**config.mk**
```make
export PLATFORM = sky130hd
export DESIGN_NAME = booth2_mul_seq_pp_accumulator
export DESIGN_NICKNAME = d
export VERILOG_FILES = /design/src/rtl/booth2_mul_seq_pp_accumulator.sv
export SDC_FILE = /design/constraint.sdc
export NUM_CORES = 1
export LEC_CHECK = 0
export ABC_AREA = 1
export ABC_CLOCK_PERIOD_IN_PS = 13710
export CORE_MARGIN = 5
export CORE_UTILIZATION = 50
export DETAILED_ROUTE_END_ITERATION = 10
export DONT_BUFFER_PORTS = 1
export HOLD_SLACK_MARGIN = 0.06
export PLACE_DENSITY_LB_ADDON = 0.25
export SLEW_MARGIN = 20
export SYNTH_ARGS = -nofsm -noshare
export SYNTH_HDL_FRONTEND = slang
export SYNTH_SLANG_ARGS = --single-unit
```
**constraint.sdc**
```tcl
create_clock -name clk -period 13.71 [get_ports clk]
set_input_delay 0.6855 -clock clk [delete_from_list [all_inputs] [get_ports clk]]
set_output_delay 0.6855 -clock clk [all_outputs]
set_load 0.01 [all_outputs]
```
**src/rtl/booth2_mul_seq_pp_accumulator.sv**
```systemverilog
`default_nettype none
// ============================================================================
//  Module      : booth2_mul_seq_pp_accumulator
//  Description : Iterative signed radix-4 (Booth-2) multiplier. It retires
//                one Booth window per cycle. Each window is turned into a
//                {pp, s, e} partial-product triple, decoded to a signed
//                term, and added into a full-width accumulator at weight
//                4^k. Operands arrive and the product leaves over
//                valid/ready handshakes.
//  Revision    : 1.0 - initial release
// ============================================================================
module booth2_mul_seq_pp_accumulator #(
    parameter int MUL_IN_WD = 32
) (
    input  logic                       clk,
    input  logic                       rst,
    input  logic [MUL_IN_WD-1:0]       ai_i,
    input  logic [MUL_IN_WD-1:0]       bi_i,
    input  logic                       in_vld_i,
    output logic                       in_rdy_o,
    output logic [2*MUL_IN_WD-1:0]     prod_o,
    output logic                       out_vld_o,
    input  logic                       out_rdy_i,
    output logic                       busy_o
);

    localparam int STEP_NUM = MUL_IN_WD / 2;
    localparam int PROD_WD  = 2 * MUL_IN_WD;
    localparam int c_K_WD   = $clog2(STEP_NUM);

    localparam logic [c_K_WD-1:0] c_K_LAST = c_K_WD'(STEP_NUM - 1);

    localparam logic [1:0] c_ST_IDLE = 2'd0;
    localparam logic [1:0] c_ST_CALC = 2'd1;
    localparam logic [1:0] c_ST_DONE = 2'd2;

    logic [1:0]             r_state;
    logic [MUL_IN_WD-1:0]   r_a;
    // Multiplier with the implicit b[-1]=0 appended. It is shifted right by
    // two every step, so the current Booth window always sits in r_b[2:0].
    logic [MUL_IN_WD:0]     r_b;
    logic [c_K_WD-1:0]      r_k;
    logic [PROD_WD-1:0]     r_acc;
    logic [PROD_WD-1:0]     r_prod;
    logic                   r_out_vld;

    logic [2:0]             w_win;
    logic [MUL_IN_WD-1:0]   w_a_dbl;
    // Only the low MUL_IN_WD bits of pp are kept. Bit MUL_IN_WD of the
    // generator output carries no extra information once e is known.
    logic [MUL_IN_WD-1:0]   w_pp;
    logic                   w_e;
    logic                   w_s;
    logic [PROD_WD-1:0]     w_term;
    logic [PROD_WD-1:0]     w_term_shl;
    logic [PROD_WD-1:0]     w_acc_nxt;
    logic                   w_in_rdy;

    assign w_win   = r_b[2:0];
    assign w_a_dbl = {r_a[MUL_IN_WD-2:0], 1'b0};
    assign w_s     = w_win[2];

    // Booth-2 partial-product generator: window -> {pp, e}
    always_comb begin
        w_pp = '0;
        w_e  = 1'b1;
        case (w_win)
            3'b000: begin
                w_pp = '0;
                w_e  = 1'b1;
            end
            3'b001, 3'b010: begin
                w_pp = r_a;
                w_e  = ~r_a[MUL_IN_WD-1];
            end
            3'b011: begin
                w_pp = w_a_dbl;
                w_e  = ~r_a[MUL_IN_WD-1];
            end
            3'b100: begin
                w_pp = ~w_a_dbl;
                w_e  = r_a[MUL_IN_WD-1];
            end
            3'b101, 3'b110: begin
                w_pp = ~r_a;
                w_e  = r_a[MUL_IN_WD-1];
            end
            default: begin
                w_pp = '1;
                w_e  = 1'b0;
            end
        endcase
    end

    // Decode pp + e*2^M - 2^M + s. The "e*2^M - 2^M" part is 0 when e=1 and
    // -2^M when e=0. So it becomes a fill of ~e above the pp bits. The
    // negation carry s is then added at the LSB.
    assign w_term     = {{(PROD_WD-MUL_IN_WD){~w_e}}, w_pp} + PROD_WD'(w_s);
    assign w_term_shl = w_term << {r_k, 1'b0};
    assign w_acc_nxt  = r_acc + w_term_shl;

    assign w_in_rdy  = (r_state == c_ST_IDLE);
    assign in_rdy_o  = w_in_rdy;
    assign busy_o    = (r_state != c_ST_IDLE);
    assign out_vld_o = r_out_vld;
    assign prod_o    = r_prod;

    // Control FSM, operand capture, per-step accumulation and result hold
    always_ff @(posedge clk) begin
        if (rst) begin
            r_state   <= c_ST_IDLE;
            r_a       <= '0;
            r_b       <= '0;
            r_k       <= '0;
            r_acc     <= '0;
            r_prod    <= '0;
            r_out_vld <= 1'b0;
        end else begin
            case (r_state)
                c_ST_IDLE: begin
                    if (in_vld_i && w_in_rdy) begin
                        r_a     <= ai_i;
                        r_b     <= {bi_i, 1'b0};
                        r_k     <= '0;
                        r_acc   <= '0;
                        r_state <= c_ST_CALC;
                    end
                end
                c_ST_CALC: begin
                    r_acc <= w_acc_nxt;
                    r_b   <= {2'b00, r_b[MUL_IN_WD:2]};
                    if (r_k == c_K_LAST) begin
                        r_prod    <= w_acc_nxt;
                        r_out_vld <= 1'b1;
                        r_state   <= c_ST_DONE;
                    end else begin
                        r_k <= r_k + c_K_WD'(1);
                    end
                end
                c_ST_DONE: begin
                    if (out_rdy_i) begin
                        r_out_vld <= 1'b0;
                        r_state   <= c_ST_IDLE;
                    end
                end
                default: begin
                    r_out_vld <= 1'b0;
                    r_state   <= c_ST_IDLE;
                end
            endcase
        end
    end

endmodule
`default_nettype wire

```
==> impl_metrics.json <==
{
  "overflow": 0,
  "max_slew_margin_pct": 33.5,
  "ctsHoldBuffers": 0,
  "path_class": "flop to flop",
  "route.layer.met1.wl_um": 26400,
  "cp_max_fo": 49,
  "io_pins": 135,
  "via_per_inst": 5.68,
  "grt_max_degree": 112,
  "dpl.hpwl_um": 46300,
  "outcome": "finished clean",
  "cts_max_level": 4,
  "r2r-end": "prod_o[60]",
  "worstReg2RegStart": "r_b[2]",
  "drc": 0,
  "cts_buffers": 17,
  "maxCapViolCount": 0,
  "post-cts-setup-buffers": 0,
  "synth_top_cell_area_share_pct": 24.8,
  "grt_pass1_wl_um": 89800,
  "cpPeakStageDelay_ns": 0.50,
  "synth-simple-area-share_pct": 39.6,
  "synth_xor_xnor_area_share_pct": 2.77,
  "yosysSeqAreaShare_pct": 24.8,
  "routedWlPerCell_um": 18.8,
  "synth_top_family_by_area": "simple AND/OR/NAND/NOR gates",
  "synth_cell_types": 47,
  "cts_tree": "done",
  "avgSynthCellArea_um2": 5.85,
  "finalCritPeriodShare_pct": 46.2,
  "power_density_mw_per_mm2": 116,
  "hold_viol_final": 0,
  "synth_compound_area_share_pct": 17.5,
  "start_util_pct": 50.9,
  "irDropWorstVdd_uv": 111,
  "hold_path_end": "r_acc[3]",
  "clock.fmax_mhz": 158,
  "rows": 65,
  "leakage_nw": 7.86,
  "pre_cts_slack_ns": 7.57,
  "critPathCaptureType": "flop",
  "synth_cells": 2758,
  "fin_skew_ns": 0.0146,
  "cts_num_sinks": 200,
  "min_from": "rst",
  "syn_area_mm2": 0.0161,
  "rsz0062_at_grt": "no",
  "totalNegativeSetupSlack_ns": 0,
  "final_antenna_net_count": 0,
  "grt_usage_pct": 31.6,
  "syn_to_final_growth_pct": 4.70,
  "antenna_found_initial": 0,
  "cts.clk_slew.worst_paths_ns": 0.09,
  "hold_depth": 1,
  "min_path_type": "input pin to flop",
  "io_buffers": 0,
  "r2r_setup_slack_ns": 7.38,
  "cpLargestDelayFamily": "simple AND/OR/NAND/NOR gates",
  "fp.dieH_um": 190,
  "crit_buf_inv": 6,
  "crit_slowest_cell": "inv_1",
  "highest_layer": "met4",
  "wl_met3_um": 5470,
  "insertion_delay_ns": 0.48,
  "slew_viol_final": 0,
  "dr_total_vias": 17600,
  "critPathLaunchType": "flop",
  "critPathArrivalTime_ns": 6.69,
  "synth.area.mux_share_pct": 0.186,
  "drive_gt1_share_pct": 4.95,
  "clockBufferDepth": 2,
  "yosysTopAreaCell": "dfxtp_1",
  "final.min_clock_period_ns": 6.33,
  "synth.area.top_cells": "dfxtp_1 (25%), nand2_1 (19%), nand3_1 (7.6%), nor2_1 (7.2%), inv_1 (6.5%)",
  "drt_iter0_markers": 1786,
  "worst_pin_slew_ns": 0.997,
  "syn-num-nets": 2893,
  "die_w_um": 190,
  "die_area_mm2": 0.0360,
  "critical_path_required_ns": 14.08,
  "cpMostUsedCell": "nand2_1",
  "setup_violations": 0,
  "core_area_mm2": 0.0317,
  "drt_pass1_iterations": 6,
  "reg2reg_depth": 32,
  "final_nets": 2811,
  "grt_pass1_vias": 16100,
  "worst_slack_ns": 7.38,
  "gp_congestion": 1.03,
  "ys_ff_latch": 200,
  "ys_warn_count": 0,
  "routed_wl_um": 58000,
  "synth_adder_area_share_pct": 5.24,
  "cts_root_buf": "clkbuf_16",
  "cts_resized": 0,
  "n_antenna_cell": 0,
  "dr_wl_met2_um": 24100
}
## worst max-delay path by stage
stage / slack [ns] / startpoint / end / cells after the start
after floorplan: 9.20 / r_b[0] / prod_o[35] / 37
after global placement: 7.65 / r_b[2] / prod_o[60] / 32
after detailed placement: 7.57 / r_b[2] / prod_o[60] / 32
after CTS: 7.55 / r_b[2] / prod_o[60] / 32
after global routing: 6.87 / r_b[2] / prod_o[60] / 32
final: 7.38 / r_b[2] / prod_o[60] / 32
## flip-flops by register name, summed over array words and instances, names as in the netlist
| register | cells |
|---|---|
| out_vld_o | 1 |
| prod_o | 64 |
| r_state | 2 |
| r_k | 4 |
| r_a | 32 |
| r_acc | 64 |
| r_b | 33 |
## cell usage in the layout (no fill, tap or decap), types with 17 or more instances in the layout
cell / instances
a21oi_1: 208
a31oi_1: 36
clkbuf_16: 17
dfxtp_1: 199
ha_1: 66
inv_1: 279
nand2_1: 823
nand2_2: 25
nand3_1: 245
nor2_1: 306
nor3_1: 18
o211ai_1: 25
o21ai_0: 189
o21ai_1: 25
xor2_1: 42
## logic make-up (layout without fill, tap and decap cells)
group,Yosys count,count (layout)
flops,200,200
xor+xnor,51,51
compound gates,523,523
fa+ha+maj,67,67
simple gates,1506,1506
buf+inv,408,339
mux,3,3
## routing by layer
metal	vias to the layer above	track usage, %
met3	82	8.07
met1	8031	44.3
met4	0	11.6
li1	8791	-
met5	-	0
met2	658	47.0
## metrics by stage
stage / hold slack, ns / area, um^2 / utilization (%) / power (mW) / std cells
finish: 0.274 / 16900 / 53.3 / 1.96 / 3091
detailed placement: 0.454 / 16300 / 51.3 / 1.41 / 3059
global route: 0.264 / 16900 / 53.3 / 2.08 / 3091
global placement: 0.446 / 16300 / 51.3 / 1.41 / 3059
floorplan: 0.441 / 16100 / - / 1.21 / 2758
CTS: 0.265 / 16900 / 53.3 / 1.96 / 3091
## area by class of cell
| type | instances | area [um^2] |
|---|---|---|
| fill | 3428 | 14800 |
| multi-input combinational | 2150 | 10600 |
| sequential | 200 | 4010 |
| inverter | 292 | 1100 |
| tap | 402 | 503 |
| clock buffer | 17 | 425 |
| clock inverter | 15 | 195 |
| timing repair buffer | 15 | 113 |
## power by group
group	total (mW)	leakage, nW	switching, mW	internal [mW]
logic	0.770	5.93	0.543	0.227
clock network	0.544	0.303	0.278	0.266
registers	0.644	1.63	0.0265	0.617
total	1.96	7.86	0.847	1.11
## worst register-to-register path, delay by kind of cell, from the launching register on
kind / cells / cell delay, ns
AND/OR/NAND/NOR: 18 / 2.55
adder cells (fa/ha/maj): 3 / 0.96
AO/OA/AOI/OAI: 3 / 0.60
XOR/XNOR: 2 / 0.49
flip-flops: 1 / 0.32
buffers and inverters: 6 / 1.35
## Yosys cell counts, drive strengths merged
cell type  instances
o221ai             1
dfxtp            200
clkinv             3
nand4             16
a21boi             5
nand2            852
a21oi            208
o311ai             1
nand3            251
nor3              19
xnor2              9
o21a               3
and2               2
fa                 1
or2               10
a21o              15
nor2             334
a31oi             36
o21bai             7
o21ai            215
mux2i              3
nor4               6
nand3b            16
a211oi             5
clkbuf            73
xor2              42
ha                66
o31ai              2
inv              289
o211ai            25
buf               43
Power figures use the tool's default switching activity.
